## src/rtl/alu_pkg.sv

```systemverilog
// Shared types, constants and CRC4 helper for the ALU serial front end.
// Used by alu_sin_decoder and alu_sin_rx_packet.
package alu_pkg;

  typedef enum logic [2:0] {
    OP_AND  = 3'b000,
    OP_OR   = 3'b001,
    OP_INV2 = 3'b010,
    OP_INV3 = 3'b011,
    OP_ADD  = 3'b100,
    OP_SUB  = 3'b101,
    OP_INV6 = 3'b110,
    OP_INV7 = 3'b111
  } operation_t;

  localparam logic PKT_DATA = 1'b0;
  localparam logic PKT_CTL  = 1'b1;

  // Bit positions inside err_out = {data, crc, op}
  localparam int unsigned ERR_DATA = 2;
  localparam int unsigned ERR_CRC  = 1;
  localparam int unsigned ERR_OP   = 0;

  localparam int unsigned CRC_MSG_W = 68;

  typedef enum logic [1:0] {
    RX_IDLE,
    RX_TYPE,
    RX_PAYLOAD,
    RX_STOP
  } rx_state_t;

  typedef enum logic {
    FR_RECV,
    FR_DROP
  } frame_state_t;

  typedef struct packed {
    logic [31:0] b;
    logic [31:0] a;
    logic [2:0]  op;
    logic [2:0]  err;
  } record_t;

  // CRC4, x^4+x+1, init 0, MSB of msg first
  function automatic logic [3:0] crc4_generate(input logic [CRC_MSG_W-1:0] msg);
    logic [3:0] crc;
    logic       fb;
    crc = 4'h0;
    for (int i = CRC_MSG_W - 1; i >= 0; i--) begin
      fb  = crc[3] ^ msg[i];
      crc = {crc[2:0], 1'b0} ^ {2'b00, fb, fb};
    end
    return crc;
  endfunction

  function automatic logic op_is_valid(input logic [2:0] op);
    case (operation_t'(op))
      OP_AND, OP_OR, OP_ADD, OP_SUB: return 1'b1;
      default:                       return 1'b0;
    endcase
  endfunction

endpackage

```

## src/rtl/alu_sin_rx_packet.sv

```systemverilog
// 11-bit serial deframer: start(0), type, 8 payload bits MSB first, stop(1).
// Exposes idle_c only when ALU_SIN_TIMEOUT_EN is defined.
module alu_sin_rx_packet
  import alu_pkg::*;
(
  input  logic       clk,
  input  logic       rst_n,
  input  logic       sin,
`ifdef ALU_SIN_TIMEOUT_EN
  output logic       idle_c,
`endif
  output logic       pkt_valid,
  output logic       pkt_type,
  output logic [7:0] pkt_byte,
  output logic       pkt_frame_err
);

  rx_state_t  state_q, state_d;
  logic [2:0] bit_cnt_q, bit_cnt_d;
  logic [7:0] shift_q, shift_d;
  logic       type_q, type_d;
  logic       pkt_valid_d, pkt_type_d, pkt_frame_err_d;
  logic [7:0] pkt_byte_d;

`ifdef ALU_SIN_TIMEOUT_EN
  assign idle_c = (state_q == RX_IDLE);
`endif

  always_ff @(posedge clk or negedge rst_n) begin
    if (!rst_n) begin
      state_q       <= RX_IDLE;
      bit_cnt_q     <= 3'd0;
      shift_q       <= 8'h00;
      type_q        <= 1'b0;
      pkt_valid     <= 1'b0;
      pkt_type      <= 1'b0;
      pkt_byte      <= 8'h00;
      pkt_frame_err <= 1'b0;
    end else begin
      state_q       <= state_d;
      bit_cnt_q     <= bit_cnt_d;
      shift_q       <= shift_d;
      type_q        <= type_d;
      pkt_valid     <= pkt_valid_d;
      pkt_type      <= pkt_type_d;
      pkt_byte      <= pkt_byte_d;
      pkt_frame_err <= pkt_frame_err_d;
    end
  end

  // Bit-level sequencing; the packet is published on the edge that samples stop
  always_comb begin
    state_d         = state_q;
    bit_cnt_d       = bit_cnt_q;
    shift_d         = shift_q;
    type_d          = type_q;
    pkt_valid_d     = 1'b0;
    pkt_type_d      = pkt_type;
    pkt_byte_d      = pkt_byte;
    pkt_frame_err_d = pkt_frame_err;
    case (state_q)
      RX_IDLE: begin
        if (!sin) state_d = RX_TYPE;
      end
      RX_TYPE: begin
        type_d    = sin;
        bit_cnt_d = 3'd0;
        state_d   = RX_PAYLOAD;
      end
      RX_PAYLOAD: begin
        shift_d   = {shift_q[6:0], sin};
        bit_cnt_d = bit_cnt_q + 3'd1;
        if (bit_cnt_q == 3'd7) state_d = RX_STOP;
      end
      RX_STOP: begin
        pkt_valid_d     = 1'b1;
        pkt_type_d      = type_q;
        pkt_byte_d      = shift_q;
        pkt_frame_err_d = ~sin;
        state_d         = RX_IDLE;
      end
      default: state_d = RX_IDLE;
    endcase
  end

endmodule

```

## src/rtl/alu_sin_decoder.sv

```systemverilog
// Frame assembler/checker in front of the ALU core: 8 data + 1 ctl packet per record.
// Optional idle-gap abort of partial frames under ALU_SIN_TIMEOUT_EN.
module alu_sin_decoder
  import alu_pkg::*;
#(
  parameter int unsigned NUM_DATA_PKTS = 8
`ifdef ALU_SIN_TIMEOUT_EN
  , parameter int unsigned TIMEOUT_CYCLES = 100
`endif
) (
  input  logic        clk,
  input  logic        rst_n,
  input  logic        sin,
  output logic        out_valid,
  input  logic        out_ready,
  output logic [31:0] a_out,
  output logic [31:0] b_out,
  output logic [2:0]  op_out,
  output logic [2:0]  err_out,
  output logic        overrun
);

  localparam int unsigned CNT_W = $clog2(NUM_DATA_PKTS + 1);
  localparam logic [CNT_W-1:0] PKTS_FULL = CNT_W'(NUM_DATA_PKTS);

  logic         pkt_valid, pkt_type, pkt_frame_err;
  logic [7:0]   pkt_byte;
  frame_state_t fr_q, fr_d;
  logic [CNT_W-1:0] cnt_q, cnt_d;
  logic [63:0]  ba_q, ba_d;
  record_t      rec_q, rec_d, new_rec;
  logic         out_valid_d, overrun_d, emit;
  logic [2:0]   ctl_op;
  logic [3:0]   ctl_crc, crc_exp;

`ifdef ALU_SIN_TIMEOUT_EN
  localparam int unsigned GAP_W = $clog2(TIMEOUT_CYCLES + 1);
  localparam logic [GAP_W-1:0] GAP_LAST = GAP_W'(TIMEOUT_CYCLES - 1);
  logic             idle_c;
  logic [GAP_W-1:0] gap_q, gap_d;
`endif

  alu_sin_rx_packet u_rx (
    .clk           (clk),
    .rst_n         (rst_n),
    .sin           (sin),
`ifdef ALU_SIN_TIMEOUT_EN
    .idle_c        (idle_c),
`endif
    .pkt_valid     (pkt_valid),
    .pkt_type      (pkt_type),
    .pkt_byte      (pkt_byte),
    .pkt_frame_err (pkt_frame_err)
  );

  assign ctl_op  = pkt_byte[6:4];
  assign ctl_crc = pkt_byte[3:0];
  assign crc_exp = crc4_generate({ba_q, 1'b1, ctl_op});

  assign b_out   = rec_q.b;
  assign a_out   = rec_q.a;
  assign op_out  = rec_q.op;
  assign err_out = rec_q.err;

  always_ff @(posedge clk or negedge rst_n) begin
    if (!rst_n) begin
      fr_q      <= FR_RECV;
      cnt_q     <= '0;
      ba_q      <= 64'h0;
      rec_q     <= '0;
      out_valid <= 1'b0;
      overrun   <= 1'b0;
`ifdef ALU_SIN_TIMEOUT_EN
      gap_q     <= '0;
`endif
    end else begin
      fr_q      <= fr_d;
      cnt_q     <= cnt_d;
      ba_q      <= ba_d;
      rec_q     <= rec_d;
      out_valid <= out_valid_d;
      overrun   <= overrun_d;
`ifdef ALU_SIN_TIMEOUT_EN
      gap_q     <= gap_d;
`endif
    end
  end

  always_comb begin
    fr_d        = fr_q;
    cnt_d       = cnt_q;
    ba_d        = ba_q;
    rec_d       = rec_q;
    out_valid_d = out_valid & ~out_ready;
    overrun_d   = overrun;
    emit        = 1'b0;
    new_rec.b   = ba_q[63:32];
    new_rec.a   = ba_q[31:0];
    new_rec.op  = 3'b000;
    new_rec.err = 3'b000;

    if (pkt_valid) begin
      case (fr_q)
        FR_RECV: begin
          if (pkt_type == PKT_CTL) begin
            // Error priority: data > crc > op
            emit       = 1'b1;
            new_rec.op = ctl_op;
            if (pkt_frame_err || cnt_q != PKTS_FULL) new_rec.err[ERR_DATA] = 1'b1;
            else if (ctl_crc != crc_exp)             new_rec.err[ERR_CRC]  = 1'b1;
            else if (!op_is_valid(ctl_op))           new_rec.err[ERR_OP]   = 1'b1;
            cnt_d = '0;
            ba_d  = 64'h0;
          end else if (pkt_frame_err || cnt_q == PKTS_FULL) begin
            emit                  = 1'b1;
            new_rec.err[ERR_DATA] = 1'b1;
            fr_d                  = FR_DROP;
          end else begin
            ba_d  = {ba_q[55:0], pkt_byte};
            cnt_d = cnt_q + CNT_W'(1);
          end
        end
        FR_DROP: begin
          // Silently swallow the rest of a failed frame up to its ctl packet
          if (pkt_type == PKT_CTL) begin
            fr_d  = FR_RECV;
            cnt_d = '0;
            ba_d  = 64'h0;
          end
        end
        default: fr_d = FR_RECV;
      endcase
    end

`ifdef ALU_SIN_TIMEOUT_EN
    gap_d = gap_q;
    if (!idle_c || !sin || (cnt_q == '0 && !pkt_valid)) begin
      gap_d = '0;
    end else if (gap_q == GAP_LAST) begin
      gap_d = '0;
      cnt_d = '0;
      ba_d  = 64'h0;
      fr_d  = FR_RECV;
    end else begin
      gap_d = gap_q + GAP_W'(1);
    end
`endif

    // A pending record accepted this cycle makes room for the new one
    if (emit) begin
      if (!out_valid || out_ready) begin
        rec_d       = new_rec;
        out_valid_d = 1'b1;
      end else begin
        overrun_d = 1'b1;
      end
    end
  end

endmodule

```

## config.mk

```make
export PLATFORM = sky130hd
export DESIGN_NAME = alu_sin_decoder
export DESIGN_NICKNAME = d
export VERILOG_FILES = /design/src/rtl/alu_pkg.sv /design/src/rtl/alu_sin_rx_packet.sv /design/src/rtl/alu_sin_decoder.sv
export SDC_FILE = /design/constraint.sdc
export NUM_CORES = 1
export LEC_CHECK = 0
export ABC_AREA = 1
export BUFFER_PORTS_ARGS = -buffer_cell sky130_fd_sc_hd__buf_4
export CORE_ASPECT_RATIO = 1.25
export CORE_MARGIN = 4
export CORE_UTILIZATION = 55
export CTS_CLUSTER_SIZE = 10
export DETAILED_ROUTE_END_ITERATION = 8
export PLACE_DENSITY = 0.77
export SLEW_MARGIN = 25
export SYNTH_ARGS = -nofsm -noshare
export SYNTH_HDL_FRONTEND = slang
export SYNTH_SLANG_ARGS = --single-unit
```

## constraint.sdc

```tcl
create_clock -name clk -period 5.2 [get_ports clk]
set_clock_uncertainty 0.2 [all_clocks]
set_input_delay 0.52 -clock clk [delete_from_list [all_inputs] [get_ports clk]]
set_output_delay 0.52 -clock clk [all_outputs]
set_load 0.02 [all_outputs]
```

==> key figures, run 1 <==
Logic synthesis
  – Top cells by area, synth: dfrtp_1, nand2_1, nand3_1
  – Post-synth top area cell: dfrtp_1
  – Post-Syn Instances: 1229
  – Cell area after synthesis: 9037 µm²
  – Seq cells post-synth: 166
  – Synth Flop Type: dfrtp_1
  – Unique masters post-synth: 26
  – Syn Area/Cell: 7.353 µm²
  – Ys Warns: 0
  – Sequential element share of the synthesized area: 45.96%
  – Top cell type's share of synthesized area: 45.96%
  – Async SR Flop Fraction: 100.0%
  – Post-synth EDFFs: 0
  – Syn Nets: 1242

Timing
  – Post-route setup slack: -1656 ps
  – Final setup viols: 2
  – RSZ-0062 raised after global routing: yes
  – Max Slew Vio Count: 0
  – Fmax: 145.9 MHz
  – Hold Vio Cnt, Final: 0
  – Worst Max-Slew Pin Slew: 693.0 ps
  – Worst slew margin: 53.80%
  – Final Critical Period: 6856 ps
  – Fin crit share: 131.8%

Final layout
  – Synth-to-Final Area Change: 39.72%
  – Antenna Cells: 0
  – Filler cells: 991
  – Share of layout cells above drive strength 1: 38.14%
  – Total Nets Final: 1345
  – Non-Filler Instances: 1561
  – Design Area, Final: 12630 µm²
  – Fin util: 78.26%

Setup path
  – CP Class: reg -> reg
  – Crit-path max FO: 5
  – R2R cell count: 63
  – R2R Setup Slk: -1660 ps
  – CP Data Required Time: 5330 ps
  – Crit. End Element: flip-flop
  – CP max stage delay: 470 ps
  – Critical path arrival: 6990 ps
  – Crit path from: ba_q[63]
  – R2r startpoint: ba_q[63]
  – CP dominant cell by count: nand2_1
  – Critical path's slowest cell: dfrtp_2
  – Critical Path Source Type: flip-flop

Die
  – Core area: 16140 µm²
  – Die Area: 18560 µm²
  – I/O Pins: 76
  – Rows: 52
  – Initial Util: 56.01%
  – Chip width: 122.7 µm
  – Die Ht: 151.3 µm

Placed design
  – Gp weighted congestion: 0.9051
  – Pre-CTS WS: -937.3 ps
  – DP Area: 9946 µm²
  – Buffers on Ports: 75
  – # placed instances: 1508
  – Post-DP HPWL: 15250 µm

Routing
  – Detail Route Antenna Nets: 0
  – Residual DRC: 0
  – First-iteration detailed-routing DRC count: 964
  – Post-DR wirelength/cell: 18.75 µm
  – Vias per inst: 6.026
  – First drt pass iteration count: 8
  – Via count: 9407
  – Total routed wirelength: 29270 µm

Pwr
  – Pwr Density: 507.9 nW/µm²
  – Static leakage: 6.076 nW
  – Worst vdd ir: 0.6527 mV
  – Pwr Total: 6.413 mW

Outcome
  – Run status: finished with violations
  – Violated checks: setup timing

Job
  – Max Cap Viol: 0

CTS
  – CTS H-tree lvls: 4
  – Clock latency on the worst-skew pair: 450 ps
  – Clock Tree Buf Depth: 2
  – Total CTS buffers: 17
  – Root Driver: clkbuf_16
  – CTS tree: built
  – Sinks on Clock Net: 166
  – CTS clk-pin slew, worst paths: 70 ps

Min path
  – Min-delay src: sin
  – Worst hold path class: in -> reg
  – WHS Path Cells: 2

Global route
  – Largest net degree at the start of global routing: 121
  – Global-route wire length before repair: 37520 µm
  – Total gr overflow: 0
  – All-layer global routing usage: 25.44%
  – Initial antenna violation count: 0
  – Vias in the first global route: 7993
-- Yosys cell counts, drive strengths merged (2+ instances only) --
cell and instances:
nand3 232, inv 131, nor3 2, o22ai 13, xnor2 4, buf 6, nand2 455, a21oi 8
clkbuf 31, o41ai 2, nand4 3, dfrtp 166, ha 9, o21ai 136, nor2 22, xor2 3
a31oi 2
-- stage by stage --
stage / setup TNS [ps] / hold slack, ps
after global placement: -1487 / 259.6
final: -3262 / 73.29
after detailed placement: -1801 / 258.9
after global routing: -3979 / 76.95
after CTS: -1560 / 71.74
after floorplan: -105.5 / 24.41
-- registers in the layout, indices dropped and copies added (netlist names) --
name and flops:
u_rx.state_q 2, u_rx.pkt_type 1, overrun 1, u_rx.type_q 1, a_out 32, u_rx.shift_q 8, op_out 3, b_out 32
fr_q 1, u_rx.pkt_frame_err 1, u_rx.pkt_byte 8, cnt_q 4, u_rx.pkt_valid 1, err_out 3, out_valid 1, u_rx.bit_cnt_q 3
ba_q 64
-- routing by layer --
metal / wire length [µm] / vias to the layer above / track usage, %
met3: 1944 / 181 / 4.072
met4: 1852 / 0 / 12.38
li1: - / 4221 / -
met2: 15200 / 560 / 44.15
met1: 10270 / 4445 / 30.67
met5: 0 / - / 0
-- worst max-delay path: cells and delay by family (launching register included) --
kind / cells / cell delay [ps]
buf+inv: 6 / 420
simple gates: 57 / 5640
flops: 1 / 470
-- cells in the final DEF (no fill, tap or decap), types with 8 or more instances in the layout --
| cell | instances |
|---|---|
| dfrtp_1 | 162 |
| o21ai_0 | 136 |
| nor2_4 | 8 |
| nand2_4 | 92 |
| nor2_1 | 9 |
| inv_1 | 107 |
| nand3_4 | 46 |
| buf_4 | 107 |
| clkbuf_16 | 17 |
| o22ai_1 | 13 |
| nand2_2 | 113 |
| nand3_2 | 58 |
| nand2_8 | 10 |
| nand3_1 | 128 |
| inv_2 | 19 |
| nand2_1 | 240 |
| a21oi_1 | 8 |
| buf_6 | 11 |
| ha_1 | 9 |
-- where the power goes --
part	switching [mW]	internal (mW)
registers	0.118	1.44
logic	2.36	1.20
clock network	0.553	0.745
total	3.03	3.38
-- worst paths after layout --
| path | endpoint |
|---|---|
| max in group asynchronous | ba_q[60] |
| worst min register to register | u_rx.bit_cnt_q[0] |
| min in group asynchronous | ba_q[36] |
| worst max register to register | err_out[1] |
| worst min-delay path | u_rx.pkt_frame_err |
| worst max-delay path | err_out[1] |
-- logic make-up (layout without fill, tap and decap cells) --
kind of cell | Yosys count | count (layout) | share of synthesized area [%]
adder cells (fa/ha/maj) | 9 | 9 | 1.246
AO/OA/AOI/OAI | 162 | 162 | 9.290
flip-flops | 166 | 166 | 45.96
buffers and inverters | 169 | 285 | 7.019
AND/OR/NAND/NOR | 716 | 716 | 35.80
XOR/XNOR | 7 | 7 | 0.6784
-- repair_timing --
item                                    in CTS  in global routing
gates resized for setup                    124                320
endpoints found under the setup margin       2                  2
setup buffers                                3                 17
hold endpoints to repair                    62                  0
pin swaps                                   37                125
hold buffers                                 1                  0
-- layout make-up --
class	instances	area [µm²]	share of cell area [%]
multi-input combinational	894	6110	48.38
sequential	166	4159	32.94
timing repair buffer	121	977.2	7.739
inverter	132	518.0	4.102
clock buffer	21	470.5	3.726
tap	216	270.3	2.140
clock inverter	11	122.6	0.9711
(Power assumes the default switching activity.)
==> inputs of run 2 (changes only) <==
- CORE_UTILIZATION: 55 -> 30
- PLACE_DENSITY: 0.77 -> default
- RECOVER_POWER: default -> 100
- SYNTH_HIERARCHICAL: default -> 1
==> run 2 against run 1 <==
The flow finishes with violations (capacitance limit, slew limit, setup timing). Core utilization down 40 points. Flip-flop and latch count unchanged. Non-clock buffer count down 5. Critical path type unchanged. Largest cell class unchanged. Die area up 80%. Wire length down 17%. Via count down 12%. Cell count up 11%. Synthesized cell count down 0.41%.
==> key figures, run 2 <==
Timing
  – Worst Max-Slew Pin Slew: 2486 ps
  – Fmax: 157.5 MHz
  – Fin crit share: 122.1%
  – Post-route setup slack: -1150 ps
  – Worst slew margin: -65.72%
  – Final Critical Period: 6350 ps
  – Max Slew Vio Count: 250
  – Final setup viols: 2
  – RSZ-0062 raised after global routing: yes
  – Hold Vio Cnt, Final: 0

Final layout
  – Synth-to-Final Area Change: 25.45%
  – Antenna Cells: 0
  – Commonest non-fill, non-tap cells in the layout: nand2_1, dfrtp_1, nand2_2
  – Share of layout cells above drive strength 1: 27.10%
  – Non-Filler Instances: 1737
  – Total Nets Final: 1336
  – Filler cells: 3106
  – Largest reg by FF count: ba_q
  – Max reg flops: 64
  – Most common cell after layout, fill and taps aside: nand2_1

Setup path
  – R2R cell count: 66
  – Critical path arrival: 6480 ps
  – CP dominant cell by count: nand2_2
  – Crit-path max FO: 5
  – R2r startpoint: ba_q[63]
  – Critical Path Source Type: flip-flop
  – CP Class: reg -> reg
  – CP Data Required Time: 5330 ps
  – Critical R2R Capture: err_out[1]
  – Critical path's slowest cell: dfrtp_2
  – R2R Setup Slk: -1150 ps
  – Crit. End Element: flip-flop
  – CP max stage delay: 480 ps

Min path
  – Hold worst-path end: u_rx/pkt_frame_err
  – Worst hold path class: in -> reg
  – Min-delay src: sin
  – WHS Path Cells: 2

Logic synthesis
  – Post-synth top area cell: dfrtp_1
  – Post-synth EDFFs: 0
  – Top cell type's share of synthesized area: 45.43%
  – Sequential element share of the synthesized area: 45.43%
  – Post-synth top cells: nand2_1, nand3_1, dfrtp_1
  – Cell area after synthesis: 9144 µm²
  – Unique masters post-synth: 33
  – Syn Nets: 1237
  – Seq cells post-synth: 166
  – Top cells by area, synth: dfrtp_1, nand2_1, nand3_1
  – Synth Flop Type: dfrtp_1
  – Post-Syn Instances: 1224
  – Count leader, synth: nand2_1
  – Syn Area/Cell: 7.470 µm²
  – Ys Warns: 6
  – Async SR Flop Fraction: 100.0%

Outcome
  – Run status: finished with violations
  – Violated checks: capacitance limit, slew limit, setup timing

Global route
  – All-layer global routing usage: 14.61%
  – Met2 usage: 24.65%
  – GR Util met3: 2.486%
  – M1 GR Usage: 18.67%
  – Largest net degree at the start of global routing: 99
  – Global-route wire length before repair: 39540 µm
  – Vias in the first global route: 8102
  – GR peak layer: met2
  – Total gr overflow: 0
  – Initial antenna violation count: 0

CTS
  – CTS clk-pin slew, worst paths: 80 ps
  – Clock latency on the worst-skew pair: 450 ps
  – Total CTS buffers: 17
  – Clock Tree Buf Depth: 2
  – CTS H-tree lvls: 4
  – Root Driver: clkbuf_16
  – Sinks on Clock Net: 166
  – CTS tree: built

Placed design
  – Buffers on Ports: 75
  – Post-DP HPWL: 17050 µm
  – Gp weighted congestion: 0.8771
  – # placed instances: 1703
  – Pre-CTS WS: -1045 ps

Die
  – Chip width: 164.2 µm
  – Rows: 71
  – Die Area: 33350 µm²
  – Die Ht: 203.2 µm
  – Core area: 30120 µm²
  – I/O Pins: 76
  – Initial Util: 30.36%

Routing
  – Detail Route Antenna Nets: 0
  – Post-DR wirelength/cell: 14.00 µm
  – Via count: 8235
  – First-iteration detailed-routing DRC count: 485
  – Total routed wirelength: 24310 µm
  – Vias per inst: 4.741
  – First drt pass iteration count: 5
  – Residual DRC: 0

Job
  – Max Cap Viol: 4
-- run 2: area by class of cell --
class	instances	area, µm²	area share (%)
clock buffer	18	439.2	3.829
clock inverter	14	158.9	1.385
inverter	140	535.5	4.668
multi-input combinational	882	5094	44.40
sequential	166	4156	36.23
tap	401	501.7	4.374
timing repair buffer	116	585.6	5.105
-- run 2: metal layers --
| metal | up-vias | routed length, µm | part of all wire, % |
|---|---|---|---|
| li1 | 4159 | - | - |
| met1 | 3894 | 10790 | 44 |
| met2 | 149 | 12170 | 50 |
| met3 | 33 | 836 | 3.4 |
| met4 | 0 | 520 | 2.1 |
| met5 | - | 0 | 0 |
-- run 2: critical path: cells and delay by family, from the launching register on --
family | cells | cell delay, ps
AOI/OAI and AO/OA | 1 | 150
buffers and inverters | 6 | 310
DFF | 1 | 480
and+or+nand+nor | 59 | 5090
-- run 2: repair_timing --
item	in CTS	in global routing
setup endpoints to repair	2	2
pin swaps	21	63
hold buffers	0	0
gates resized for setup	44	142
buffers inserted	2	0
-- run 2: metrics by stage --
step | instance area [µm²] | hold slack (ps) | utilization, % | setup TNS (ps)
after floorplan | 9236 | 24.41 | - | -256.0
after global placement | 10450 | 259.5 | 34.71 | -1860
after detailed placement | 10450 | 270.6 | 34.71 | -2030
after CTS | 11210 | 4.043 | 37.21 | -1801
after global routing | 11470 | 117.3 | 38.09 | -3367
final | 11470 | 108.9 | 38.09 | -2254
-- run 2: kinds of logic (layout without fill, tap and decap cells) --
logic type | after synthesis | count (layout) | share of synthesized area (%)
adder cells (fa/ha/maj) | 9 | 9 | 1.232
AO/OA/AOI/OAI | 160 | 160 | 9.223
flip-flops | 166 | 166 | 45.43
buffers and inverters | 176 | 288 | 7.594
XOR/XNOR | 5 | 5 | 0.5611
AND/OR/NAND/NOR | 708 | 708 | 35.96
-- run 2: worst max path at each step --
stage | startpoint | end | slack (ps)
floorplan | ba_q[63] | err_out[1] | -140
global placement | ba_q[63] | err_out[1] | -950
finish | ba_q[63] | err_out[1] | -1150
CTS | ba_q[63] | err_out[1] | -930
detailed placement | ba_q[62] | err_out[1] | -1040
global route | ba_q[63] | err_out[1] | -1690
Power of run 2 is not shown: default switching activity piles up to over one toggle a cycle in this logic, so the estimate is an artifact.
==> inputs of run 3 (changes only) <==
- CORE_UTILIZATION: 30 -> 55
- PLACE_DENSITY: default -> 0.77
==> run 3 against run 2 <==
Worst setup slack got worse by 290 ps. Count of clock-buffer cells in the layout up 7. Wire length is 4.6% higher. Non-clock buffer count increased by 10. The flow still finishes with violations (capacitance limit, slew limit, setup timing). Flip-flop and latch count did not move. Cell area is 1.8% higher. Critical endpoint unchanged. Global-route usage increased by 9.7 points.
==> key figures, run 3 (synthesis results as in run 2) <==
Setup path
  – Critical path's slowest cell: dfrtp_2
  – CP dominant cell by count: nand2_2
  – Buf/Inv on CP: 5
  – CP Class: reg -> reg
  – Critical Path Source Type: flip-flop
  – Crit. End Element: flip-flop
  – Top cell family by delay on the critical path: simple AND/OR/NAND/NOR gates
  – CP Data Required Time: 5320 ps
  – Critical path arrival: 6760 ps
  – CP max stage delay: 440 ps
  – Crit-path max FO: 5

Die
  – Chip width: 123.3 µm
  – Die Area: 18760 µm²
  – Rows: 52
  – I/O Pins: 76
  – Initial Util: 56.22%
  – Core area: 16270 µm²
  – Die Ht: 152.2 µm

Global route
  – Largest net degree at the start of global routing: 137
  – Global-route wire length before repair: 36880 µm
  – Initial antenna violation count: 0
  – Vias in the first global route: 7784
  – Total gr overflow: 0
  – All-layer global routing usage: 24.30%

Final layout
  – Non-Filler Instances: 1562
  – Footprint of the multi-input gates: 5456 µm²
  – Most common cell after layout, fill and taps aside: nand2_1
  – Antenna Cells: 0
  – Synth-to-Final Area Change: 27.70%
  – Share of layout cells above drive strength 1: 31.20%
  – Register area: 4158 µm²
  – Fin util: 71.78%
  – Filler cells: 1238
  – Largest reg by FF count: ba_q
  – Max reg flops: 64
  – Commonest non-fill, non-tap cells in the layout: nand2_1, nand2_2, dfrtp_1
  – Total Nets Final: 1346

Timing
  – RSZ-0062 raised after global routing: yes
  – Fin crit share: 127.8%
  – Worst Max-Slew Pin Slew: 3517 ps
  – Final Critical Period: 6644 ps
  – Post-route setup slack: -1444 ps
  – Fmax: 150.5 MHz
  – Hold Vio Cnt, Final: 0
  – Max Slew Vio Count: 220
  – Final setup viols: 2
  – Worst slew margin: -135.0%

Placed design
  – # placed instances: 1517
  – Post-DP HPWL: 15250 µm
  – Buffers on Ports: 75
  – Gp weighted congestion: 0.9056

Job
  – Max Cap Viol: 2

CTS
  – CTS clk-pin slew, worst paths: 60 ps
  – CTS tree: built
  – Root Driver: clkbuf_16
  – Clock latency on the worst-skew pair: 430 ps
  – Sinks on Clock Net: 166
  – Clock Tree Buf Depth: 2
  – Total CTS buffers: 17
  – CTS H-tree lvls: 4

Routing
  – Vias per inst: 5.633
  – Post-DR wirelength/cell: 16.28 µm
  – Via count: 8798
  – Total routed wirelength: 25430 µm
  – Residual DRC: 0
  – First-iteration detailed-routing DRC count: 618
  – First drt pass iteration count: 5
  – Detail Route Antenna Nets: 0

Min path
  – Worst hold path class: in -> reg

Outcome
  – Run status: finished with violations
  – Violated checks: capacitance limit, slew limit, setup timing
[run 3: area by class of cell]
class                   count  area share, %
multi-input cells         882          46.73
clock inverters             7         0.8037
flip-flops and latches    166          35.61
clock buffers              25          4.243
repair buffers            126          5.712
inverters                 140          4.586
well taps                 216          2.315
[run 3: worst paths after layout]
path	to	from	cells past startpoint	slack (ps)
max in group asynchronous	overrun	rst_n	2	1970
hold / removal	u_rx/pkt_frame_err	sin	2	130
setup reg to reg	err_out[1]	ba_q[63]	60	-1440
min in group asynchronous	ba_q[63]	rst_n	1	600
setup / recovery	err_out[1]	ba_q[63]	60	-1440
hold reg to reg	op_out[0]	op_out[0]	2	280
[run 3: worst register-to-register path, delay by kind of cell, from the launching register on]
family	cells	cell delay (ps)
buffers and inverters	5	490
XOR/XNOR	1	190
AND/OR/NAND/NOR	52	4940
AO/OA/AOI/OAI	2	290
flip-flops	1	440
[run 3: stage by stage]
| step | setup WS [ps] | setup TNS (ps) | hold WS [ps] | cell area [µm²] |
|---|---|---|---|---|
| 6_report | -1444 | -2854 | 130.8 | 11680 |
| 5_1_grt | -1919 | -3858 | 148.0 | 11680 |
| 4_1_cts | -961.3 | -1895 | 15.52 | 10980 |
| 3_5_place_dp | -1081 | -2139 | 267.3 | 10220 |
| 3_3_place_gp | -893.5 | -1755 | 264.7 | 10210 |
| 2_1_floorplan | -143.0 | -256.0 | 24.41 | 9236 |
[run 3: what timing repair did]
item                       CTS  global route
gates cloned                 0             0
pin swaps                   15            67
hold endpoints to repair     0             0
setup buffers                0            13
hold buffers                 0             0
gates resized for setup     47           222
setup endpoints to repair    2             2
[run 3: per-layer routing]
metal / up-vias / share of wire [%] / track usage [%] / routed length (µm)
met2: 361 / 50 / 40.33 / 12830
met4: 0 / 3.8 / 8.760 / 979
met5: - / 0 / 0 / 0
met1: 4161 / 40 / 31.70 / 10160
met3: 97 / 5.7 / 4.382 / 1460
li1: 4179 / - / - / -
Power of run 3 is left out for the same reason.
